**src/rtl/uart_mmio_bridge.sv**
```systemverilog
// uart_mmio_bridge
//   Memory-mapped responder for the CPU 0x8xxx_xxxx I/O region. It places a TX
//   FIFO and an RX FIFO between the CPU load/store stage and the UART
//   ready/valid handshakes. It also provides status, sticky error and
//   free-running cycle-counter registers.
//
//   Register map (addr[4:0]):
//     0x00 RO  {30'b0, rx_nonempty, tx_notfull}
//     0x04 RO  RX head byte; a read pops RX when it is non-empty, else reads 0
//     0x08 WO  wmask[0] pushes wdata[7:0] into TX; a push while full sets tx_ovf
//     0x0C RW  {22'b0, rx_ovf, tx_ovf, rx_count[3:0], tx_count[3:0]}; any write clears
//     0x10 RO  cycle counter
//     0x18 WO  any write zeroes the cycle counter
//
// Ports:
//   clk, rst             system clock, asynchronous active-high reset
//   addr, wdata, wmask   CPU request address, lane-shifted store data, byte enables
//   req_rd, req_wr       load / store request strobes (store wins when both are set)
//   rdata                registered load response, one cycle after req_rd
//   tx_data/valid/ready  byte stream to the UART transmitter
//   rx_data/valid/ready  byte stream from the UART receiver
module uart_mmio_bridge #(
    parameter int DEPTH = 8,
    parameter int AW    = $clog2(DEPTH)
) (
    input  logic        clk,
    input  logic        rst,
    input  logic [31:0] addr,
    input  logic [31:0] wdata,
    input  logic [3:0]  wmask,
    input  logic        req_rd,
    input  logic        req_wr,
    output logic [31:0] rdata,
    output logic [7:0]  tx_data,
    output logic        tx_valid,
    input  logic        tx_ready,
    input  logic [7:0]  rx_data,
    input  logic        rx_valid,
    output logic        rx_ready
);

    localparam logic [4:0] OFF_STATUS = 5'h00;
    localparam logic [4:0] OFF_RXDATA = 5'h04;
    localparam logic [4:0] OFF_TXDATA = 5'h08;
    localparam logic [4:0] OFF_ERRCNT = 5'h0C;
    localparam logic [4:0] OFF_CYCLE  = 5'h10;
    localparam logic [4:0] OFF_CYCCLR = 5'h18;

    localparam logic [AW:0] PTR_ONE = (AW+1)'(1);

    // ------------------------------------------------------------------
    // Request decode
    // ------------------------------------------------------------------
    logic       sel;
    logic       wr_en;
    logic       rd_en;
    logic [4:0] off;

    assign sel   = (addr[31:28] == 4'h8);
    assign wr_en = sel && req_wr;
    assign rd_en = sel && req_rd && !req_wr;
    assign off   = addr[4:0];

    // Address and data bits outside the decoded fields.
    logic unused_bits;
    assign unused_bits = ^{addr[27:5], wdata[31:8], wmask[3:1]};

    // ------------------------------------------------------------------
    // TX FIFO
    // ------------------------------------------------------------------
    logic [7:0]  tx_mem [DEPTH];
    logic [AW:0] tx_wr_ptr, tx_rd_ptr, tx_count;
    logic        tx_empty, tx_full, tx_push, tx_pop, tx_push_req;

    assign tx_empty    = (tx_wr_ptr == tx_rd_ptr);
    assign tx_full     = (tx_wr_ptr[AW] != tx_rd_ptr[AW]) &&
                         (tx_wr_ptr[AW-1:0] == tx_rd_ptr[AW-1:0]);
    assign tx_count    = tx_wr_ptr - tx_rd_ptr;
    assign tx_push_req = wr_en && (off == OFF_TXDATA) && wmask[0];
    // A full FIFO refuses the push even when a pop frees a slot this cycle.
    assign tx_push     = tx_push_req && !tx_full;
    assign tx_valid    = !tx_empty;
    assign tx_pop      = tx_valid && tx_ready;
    assign tx_data     = tx_mem[tx_rd_ptr[AW-1:0]];

    // NOTE: FIFO storage has no reset; the pointers alone define which entries are valid.
    always_ff @(posedge clk) begin
        if (tx_push)
            tx_mem[tx_wr_ptr[AW-1:0]] <= wdata[7:0];
    end

    // NOTE: all state registers use non-blocking assignments so every flop samples pre-edge values.
    always_ff @(posedge clk or posedge rst) begin
        if (rst) begin
            tx_wr_ptr <= '0;
            tx_rd_ptr <= '0;
        end else begin
            if (tx_push) tx_wr_ptr <= tx_wr_ptr + PTR_ONE;
            if (tx_pop)  tx_rd_ptr <= tx_rd_ptr + PTR_ONE;
        end
    end

    // ------------------------------------------------------------------
    // RX FIFO
    // ------------------------------------------------------------------
    logic [7:0]  rx_mem [DEPTH];
    logic [AW:0] rx_wr_ptr, rx_rd_ptr, rx_count;
    logic        rx_empty, rx_full, rx_push, rx_pop;
    logic [7:0]  rx_head;

    assign rx_empty = (rx_wr_ptr == rx_rd_ptr);
    assign rx_full  = (rx_wr_ptr[AW] != rx_rd_ptr[AW]) &&
                      (rx_wr_ptr[AW-1:0] == rx_rd_ptr[AW-1:0]);
    assign rx_count = rx_wr_ptr - rx_rd_ptr;
    // Reset clears the pointers, so rx_full alone would let a byte in during rst.
    assign rx_ready = !rst && !rx_full;
    assign rx_push  = rx_valid && rx_ready;
    assign rx_pop   = rd_en && (off == OFF_RXDATA) && !rx_empty;
    assign rx_head  = rx_mem[rx_rd_ptr[AW-1:0]];

    always_ff @(posedge clk) begin
        if (rx_push)
            rx_mem[rx_wr_ptr[AW-1:0]] <= rx_data;
    end

    always_ff @(posedge clk or posedge rst) begin
        if (rst) begin
            rx_wr_ptr <= '0;
            rx_rd_ptr <= '0;
        end else begin
            if (rx_push) rx_wr_ptr <= rx_wr_ptr + PTR_ONE;
            if (rx_pop)  rx_rd_ptr <= rx_rd_ptr + PTR_ONE;
        end
    end

    // ------------------------------------------------------------------
    // RX stall watchdog: the receiver has waited on a full FIFO for 2^16
    // consecutive cycles. Any break in the stall, including a push, restarts it.
    // ------------------------------------------------------------------
    logic [15:0] stall_cnt;
    logic        rx_stall, rx_ovf_set;

    assign rx_stall   = rx_valid && rx_full;
    assign rx_ovf_set = rx_stall && (stall_cnt == 16'hFFFF);

    always_ff @(posedge clk or posedge rst) begin
        if (rst)           stall_cnt <= '0;
        else if (rx_stall) stall_cnt <= stall_cnt + 16'd1;
        else               stall_cnt <= '0;
    end

    // ------------------------------------------------------------------
    // Sticky error bits. A new error event in the same cycle as a clear
    // is kept, so no overflow goes unreported.
    // ------------------------------------------------------------------
    logic tx_ovf, rx_ovf, sticky_clr;

    assign sticky_clr = wr_en && (off == OFF_ERRCNT);

    always_ff @(posedge clk or posedge rst) begin
        if (rst) begin
            tx_ovf <= 1'b0;
            rx_ovf <= 1'b0;
        end else begin
            if (sticky_clr) begin
                tx_ovf <= 1'b0;
                rx_ovf <= 1'b0;
            end
            if (tx_push_req && tx_full) tx_ovf <= 1'b1;
            if (rx_ovf_set)             rx_ovf <= 1'b1;
        end
    end

    // ------------------------------------------------------------------
    // Cycle counter; a clearing write beats the increment.
    // ------------------------------------------------------------------
    logic [31:0] cycle_cnt;

    always_ff @(posedge clk or posedge rst) begin
        if (rst)                                cycle_cnt <= '0;
        else if (wr_en && (off == OFF_CYCCLR))  cycle_cnt <= '0;
        else                                    cycle_cnt <= cycle_cnt + 32'd1;
    end

    // ------------------------------------------------------------------
    // Read mux and registered response
    // ------------------------------------------------------------------
    logic [31:0] rd_value;
    logic [3:0]  tx_cnt4, rx_cnt4;

    assign tx_cnt4 = 4'(tx_count);
    assign rx_cnt4 = 4'(rx_count);

    // NOTE: rd_value gets a default before the case so no path leaves it unassigned (no latch).
    always_comb begin
        rd_value = '0;
        case (off)
            OFF_STATUS: rd_value = {30'b0, !rx_empty, !tx_full};
            OFF_RXDATA: rd_value = rx_empty ? 32'h0 : {24'b0, rx_head};
            OFF_ERRCNT: rd_value = {22'b0, rx_ovf, tx_ovf, rx_cnt4, tx_cnt4};
            OFF_CYCLE:  rd_value = cycle_cnt;
            default:    rd_value = '0;
        endcase
    end

    always_ff @(posedge clk or posedge rst) begin
        if (rst)        rdata <= '0;
        else if (rd_en) rdata <= rd_value;
    end

endmodule

```
**config.mk**
```make
export PLATFORM = sky130hd
export DESIGN_NAME = uart_mmio_bridge
export DESIGN_NICKNAME = d
export VERILOG_FILES = /design/src/rtl/uart_mmio_bridge.sv
export SDC_FILE = /design/constraint.sdc
export NUM_CORES = 1
export LEC_CHECK = 0
export BUFFER_PORTS_ARGS = -buffer_cell sky130_fd_sc_hd__buf_2
export CAP_MARGIN = 20
export CORE_MARGIN = 3
export CORE_UTILIZATION = 47
export DETAILED_ROUTE_END_ITERATION = 10
export GPL_TIMING_DRIVEN = 0
export PLACE_DENSITY = 0.75
export SKIP_CTS_REPAIR_TIMING = 1
export SLEW_MARGIN = 5
export SYNTH_ARGS = -nofsm -noshare
export SYNTH_HDL_FRONTEND = slang
export SYNTH_SLANG_ARGS = --single-unit
```
**constraint.sdc**
```tcl
create_clock -name clk -period 7.72 [get_ports clk]
set_input_delay 0.772 -clock clk [delete_from_list [all_inputs] [get_ports clk]]
set_output_delay 0.772 -clock clk [all_outputs]
set_load 0.005 [all_outputs]
```
## Yosys cells after proc, flatten, opt, wreduce, memory -nomap -nowiden

Memory sizes are Yosys's and may differ from the RTL's.
Index checks and enable logic that the tools add are counted.
W data, S select, Z words.

| word-level totals | value |
|---|---|
| input bits | 82 |
| output and inout bits | 42 |
| memories kept | 2 |
| register bits after elaboration | 98 |
| memory bits (writable) | 128 |
| logic and storage cells | 70 |

Memory list:

| memory | depth | bits a word | read ports | clocked after memory_dff | wr ports | line | text |
|---|---|---|---|---|---|---|---|
| rx_mem | 8 | 8 | 1 | 0 | 1 | 106 | `logic [7:0] rx_mem [DEPTH];` |
| tx_mem | 8 | 8 | 1 | 0 | 1 | 71 | `logic [7:0] tx_mem [DEPTH];` |

| operators by class | value |
|---|---|
| eq/ne operators | 13 |
| reductions and logical operators | 27 |
| muxes and demuxes | 11 |
| add/sub/neg operators | 8 |

Operator list:

| operator | count |
|---|---|
| $pmux W32 S4 | 1 |
| $add A32 B1 Y32 const B | 1 |
| $mux W32 | 1 |
| $logic_and A1 B1 Y1 | 18 |
| $add A16 B1 Y16 const B | 1 |
| $add A4 B1 Y4 const B | 4 |
| $eq A16 B16 Y1 const B | 1 |
| $mux W16 | 1 |
| $eq A5 B4 Y1 const B | 2 |
| $eq A5 B5 Y1 const B | 2 |
| $eq A4 B4 Y1 | 2 |
| $mux W8 | 1 |
| $sub A4 B4 Y4 | 2 |
| $mux W1 | 7 |
| $eq A3 B3 Y1 | 2 |
| $logic_not A1 Y1 | 6 |
| $eq A5 B3 Y1 const B | 1 |
| $logic_not A5 Y1 | 1 |
| $eq A4 B4 Y1 const B | 1 |
| $reduce_bool A2 Y1 | 2 |
| $ne A1 B1 Y1 | 2 |

## Depth between registers and ports, before layout

| logic depth | value |
|---|---|
| depth after elaboration | 7 |
| gate-level depth with buffers | 10 |
| depth with buffers taken out | 7 |

## Least setup slack after synthesis

No wires, ideal clock.

| timing | value |
|---|---|
| kind | reg2reg |
| start point | reg tx_rd_ptr[1] |
| end point | mem tx_mem[0][0], enable pin |
| setup time | 0.395 ns |
| arrival time | 2.811 ns |
| clock period less this slack | 3.206 ns |
| cell stages (with the launch flop) | 10 |
| path buffers | 3 |
| setup slack | 4.514 ns |
| required time | 7.325 ns |
| cell sequence | dfrtp_1 clkbuf_1 clkbuf_1 inv_1 ha_1 nand3_1 nor2_1 or2_1 buf_2 nor4_1 |

| on the way | value |
|---|---|
| word-level cells in the longest chain between the ends | 6 |

RTL lines:

| item | line | text |
|---|---|---|
| start, declared | 72 | `logic [AW:0] tx_wr_ptr, tx_rd_ptr, tx_count;` |
| start signal, assigned | 99 | `if (tx_pop) tx_rd_ptr <= tx_rd_ptr + PTR_ONE;` |
| $eq A3 B3 Y1 | 77 | `(tx_wr_ptr[AW-1:0] == tx_rd_ptr[AW-1:0]);` |
| $logic_and A1 B1 Y1 | 76 | `assign tx_full = (tx_wr_ptr[AW] != tx_rd_ptr[AW]) &&` |
| $logic_not A1 Y1 | 81 | `assign tx_push = tx_push_req && !tx_full;` |
| $logic_and A1 B1 Y1 | 81 |  |
| $mux W1 | 88 | `if (tx_push)` |
| $mux W1 (implied by the code) | 89 | `tx_mem[tx_wr_ptr[AW-1:0]] <= wdata[7:0];` |
| end, declared | 71 |  |

No other way between the ends.

## Final worst setup path

| timing | value |
|---|---|
| start point | reg rx_rd_ptr[2] |
| end point | out rx_ready |

| on the way | value |
|---|---|
| word-level cells in the longest chain between the ends | 4 |

RTL lines:

| item | line | text |
|---|---|---|
| start, declared | 107 | `logic [AW:0] rx_wr_ptr, rx_rd_ptr, rx_count;` |
| start signal, assigned | 132 | `if (rx_pop) rx_rd_ptr <= rx_rd_ptr + PTR_ONE;` |
| $eq A3 B3 Y1 | 113 | `(rx_wr_ptr[AW-1:0] == rx_rd_ptr[AW-1:0]);` |
| $logic_and A1 B1 Y1 | 112 | `assign rx_full = (rx_wr_ptr[AW] != rx_rd_ptr[AW]) &&` |
| $logic_not A1 Y1 | 116 | `assign rx_ready = !rst && !rx_full;` |
| $logic_and A1 B1 Y1 | 116 |  |
| end, declared | 39 | `output logic rx_ready` |

No other way between the ends.

==> flow_summary.json <==
{
  "die_h_um": 149,
  "status": "complete, no violations",
  "ys_ff_latch": 226,
  "finalNonFillerCells": 1054,
  "synth.distinct_cells": 52,
  "path_clk_slew_ns": 0.06,
  "numClockSinks": 226,
  "die_w_um": 149,
  "dpl_cell_area_um2": 10300,
  "ant_nets": 0,
  "portBuffers": 73,
  "drtIter0Drc": 271,
  "wl_met3_um": 907,
  "syn_nets": 762,
  "syn_to_final_growth_pct": 16.8,
  "highest_layer": "met5",
  "row_count": 51,
  "switching_share": 0.256,
  "antenna_cells": 0,
  "cts_root_buffer": "clkbuf_16",
  "die_area_um2": 22100,
  "fin_setup_tns_ns": 0,
  "antenna_found_initial": 2,
  "drt-total-wl_um": 18700,
  "period_share": 0.475,
  "core_area_um2": 19700,
  "overflow": 0,
  "crit_fanout": 10,
  "max_freq_mhz": 272,
  "drc": 0,
  "fin_skew_ns": 0.00679,
  "fin_util": 0.566,
  "drv_cap": 0,
  "avgSynthCellArea_um2": 14.4,
  "p_leak_uw": 0.00444,
  "yosysTopAreaCell": "edfxtp_1",
  "wl_met2_um": 9270,
  "combPwrFrac": 0.158,
  "cts_buffer_depth": 3,
  "netlist_top_cells_area": "edfxtp_1, dfrtp_1, mux4_2, xor2_1, nor2_1",
  "layout-drive-gt1-share": 0.226,
  "intPower_uw": 2310,
  "hold_class": "input pin to async pin",
  "synth.most_common_cell": "edfxtp_1",
  "synth_edf_count": 128,
  "place_hpwl_um": 12600,
  "start_kind": "flop",
  "synth_ff_type": "edfxtp_1",
  "yosysWarnings": 0,
  "vdd_drop_max_mv": 0.229,
  "yosysSeqAreaShare": 0.659,
  "rsz0062_at_grt": "false",
  "wl_met1_um": 7990,
  "switching_power_uw": 794,
  "power_frac_clock": 0.381,
  "p_per_area_nw_per_um2": 279,
  "tritoncts": "built",
  "io_pins": 124,
  "crit_path_end_kind": "primary output",
  "synth-async-reset-ratio": 0.434,
  "wl_per_cell_um": 17.7,
  "slew_viol_final": 0,
  "grt_pass1_vias": 5690,
  "cp_data_required_time_ns": 6.95,
  "grt_pass1_wl_um": 30200,
  "gp_congestion": 0.820,
  "period_needed_ns": 3.67,
  "via_per_inst": 5.38,
  "maxSlewHeadroom": 0.306,
  "grt_start_max_net_pins": 52,
  "final_nets": 867,
  "grt_use_total": 0.172,
  "worstMarginPinSlew_ns": 1.04,
  "cts_max_level": 1,
  "insertion_delay_ns": 0.51,
  "syn_area_um2": 9560,
  "synth_common_cells": "edfxtp_1, dfrtp_1, nor2_1",
  "dr.pass1.iters": 4,
  "finalSetupViolCount": 0,
  "worstPathArrival_ns": 2.90,
  "hold_violations": 0,
  "fin_area_um2": 11200,
  "initial_core_util": 0.485,
  "worstSetupPathType": "flop to primary output",
  "via_count": 5673,
  "syn_inst": 666,
  "power_frac_seq": 0.461,
  "synth.top_cell.area_share": 0.402,
  "cts_buffers": 24,
  "placed_cells_incl_taps": 1009
}
## worst max-delay path, stage by stage, from the launching register on
cell and delay (ns):
dfrtp_1 0.32, clkbuf_1 0.47, buf_2 0.40, inv_1 0.08
ha_1 0.32, and3_1 0.19, a21oi_1 0.39, buf_2 0.21
## cells in the final DEF, fill, tap and decap left out, drive strengths merged, types with 3 or more instances in the layout
cell type	count
edfxtp	128
dfrtp	98
buf	94
nor2	72
nand2	60
clkbuf	48
xor2	37
mux4	32
nand3	26
a22o	22
xnor2	20
nand4	17
ha	12
inv	12
o21ai	11
and3	9
nor3	9
a21oi	8
clkinv	8
mux2i	6
or3	5
o22ai	5
a221oi	5
and2	5
nand2b	4
and4	4
bufinv	4
nor2b	3
mux2	3
## area by class of cell
type	instances	area, µm²
well taps	265	332
clock inverters	11	161
clock buffers	33	656
plain buffers	30	155
inverters	13	51.3
fillers	1575	8550
repair buffers	79	432
flip-flops and latches	226	6300
multi-input cells	397	3080
## final timing paths
path	from	end	slack (ns)	cells after the start
worst max-delay path	rx_rd_ptr[2]$_DFFE_PP0P_	rx_ready	4.05	7
worst min-delay path	rst	rx_wr_ptr[1]$_DFFE_PP0P_	0.38	2
worst max register to register	rx_rd_ptr[2]$_DFFE_PP0P_	rx_mem[5][2]$_DFFE_PP_	4.08	8
worst min register to register	rx_wr_ptr[3]$_DFFE_PP0P_	rx_wr_ptr[3]$_DFFE_PP0P_	0.49	1
max in group asynchronous	rst	cycle_cnt[18]$_DFF_PP0_	6.68	3
min in group clk	rx_wr_ptr[3]$_DFFE_PP0P_	rx_wr_ptr[3]$_DFFE_PP0P_	0.49	1
## cells by family (layout without fill, tap and decap cells)
kind of cell / count (synthesis) / after routing / share of synthesized area
DFF: 226 / 226 / 0.659
xor gates and xnor gates: 57 / 57 / 0.0530
and+or+nand+nor: 223 / 223 / 0.115
buffers and inverters: 43 / 166 / 0.0213
AOI/OAI and AO/OA: 62 / 62 / 0.0471
muxes: 41 / 41 / 0.0852
adders and majority gates: 14 / 14 / 0.0199
## power groups by stage
stage                     Sequential (µW)  Combinational (µW)  Clock (µW)
after floorplan                      1430                 345           0
after global routing                 1440                 548        1260
after detailed placement             1450                 499           0
after CTS                            1430                 501        1200
final                                1430                 491        1180
after global placement               1450                 488           0
## routing by layer
metal  vias to the layer above  track usage
met5                         -            0
met4                         4       0.0480
met3                        44       0.0375
met2                       114        0.289
met1                      2834        0.230
li1                       2677            -
## registers in the layout, indices dropped and copies added, names as in the netlist
register	cells
cycle_cnt	32
rdata	32
rx_mem	64
rx_ovf	1
rx_rd_ptr	4
rx_wr_ptr	4
stall_cnt	16
tx_mem	64
tx_ovf	1
tx_rd_ptr	4
tx_wr_ptr	4
## through the flow
stage | hold slack, ns | total power, µW | worst slack [ns]
after floorplan | 0.455 | 1780 | 4.39
after global routing | 0.429 | 3250 | 3.74
after CTS | 0.384 | 3140 | 3.95
final | 0.380 | 3110 | 4.05
after detailed placement | 0.477 | 1950 | 4.02
after global placement | 0.475 | 1940 | 3.17
Note: power is estimated with default switching activity, not from simulation.
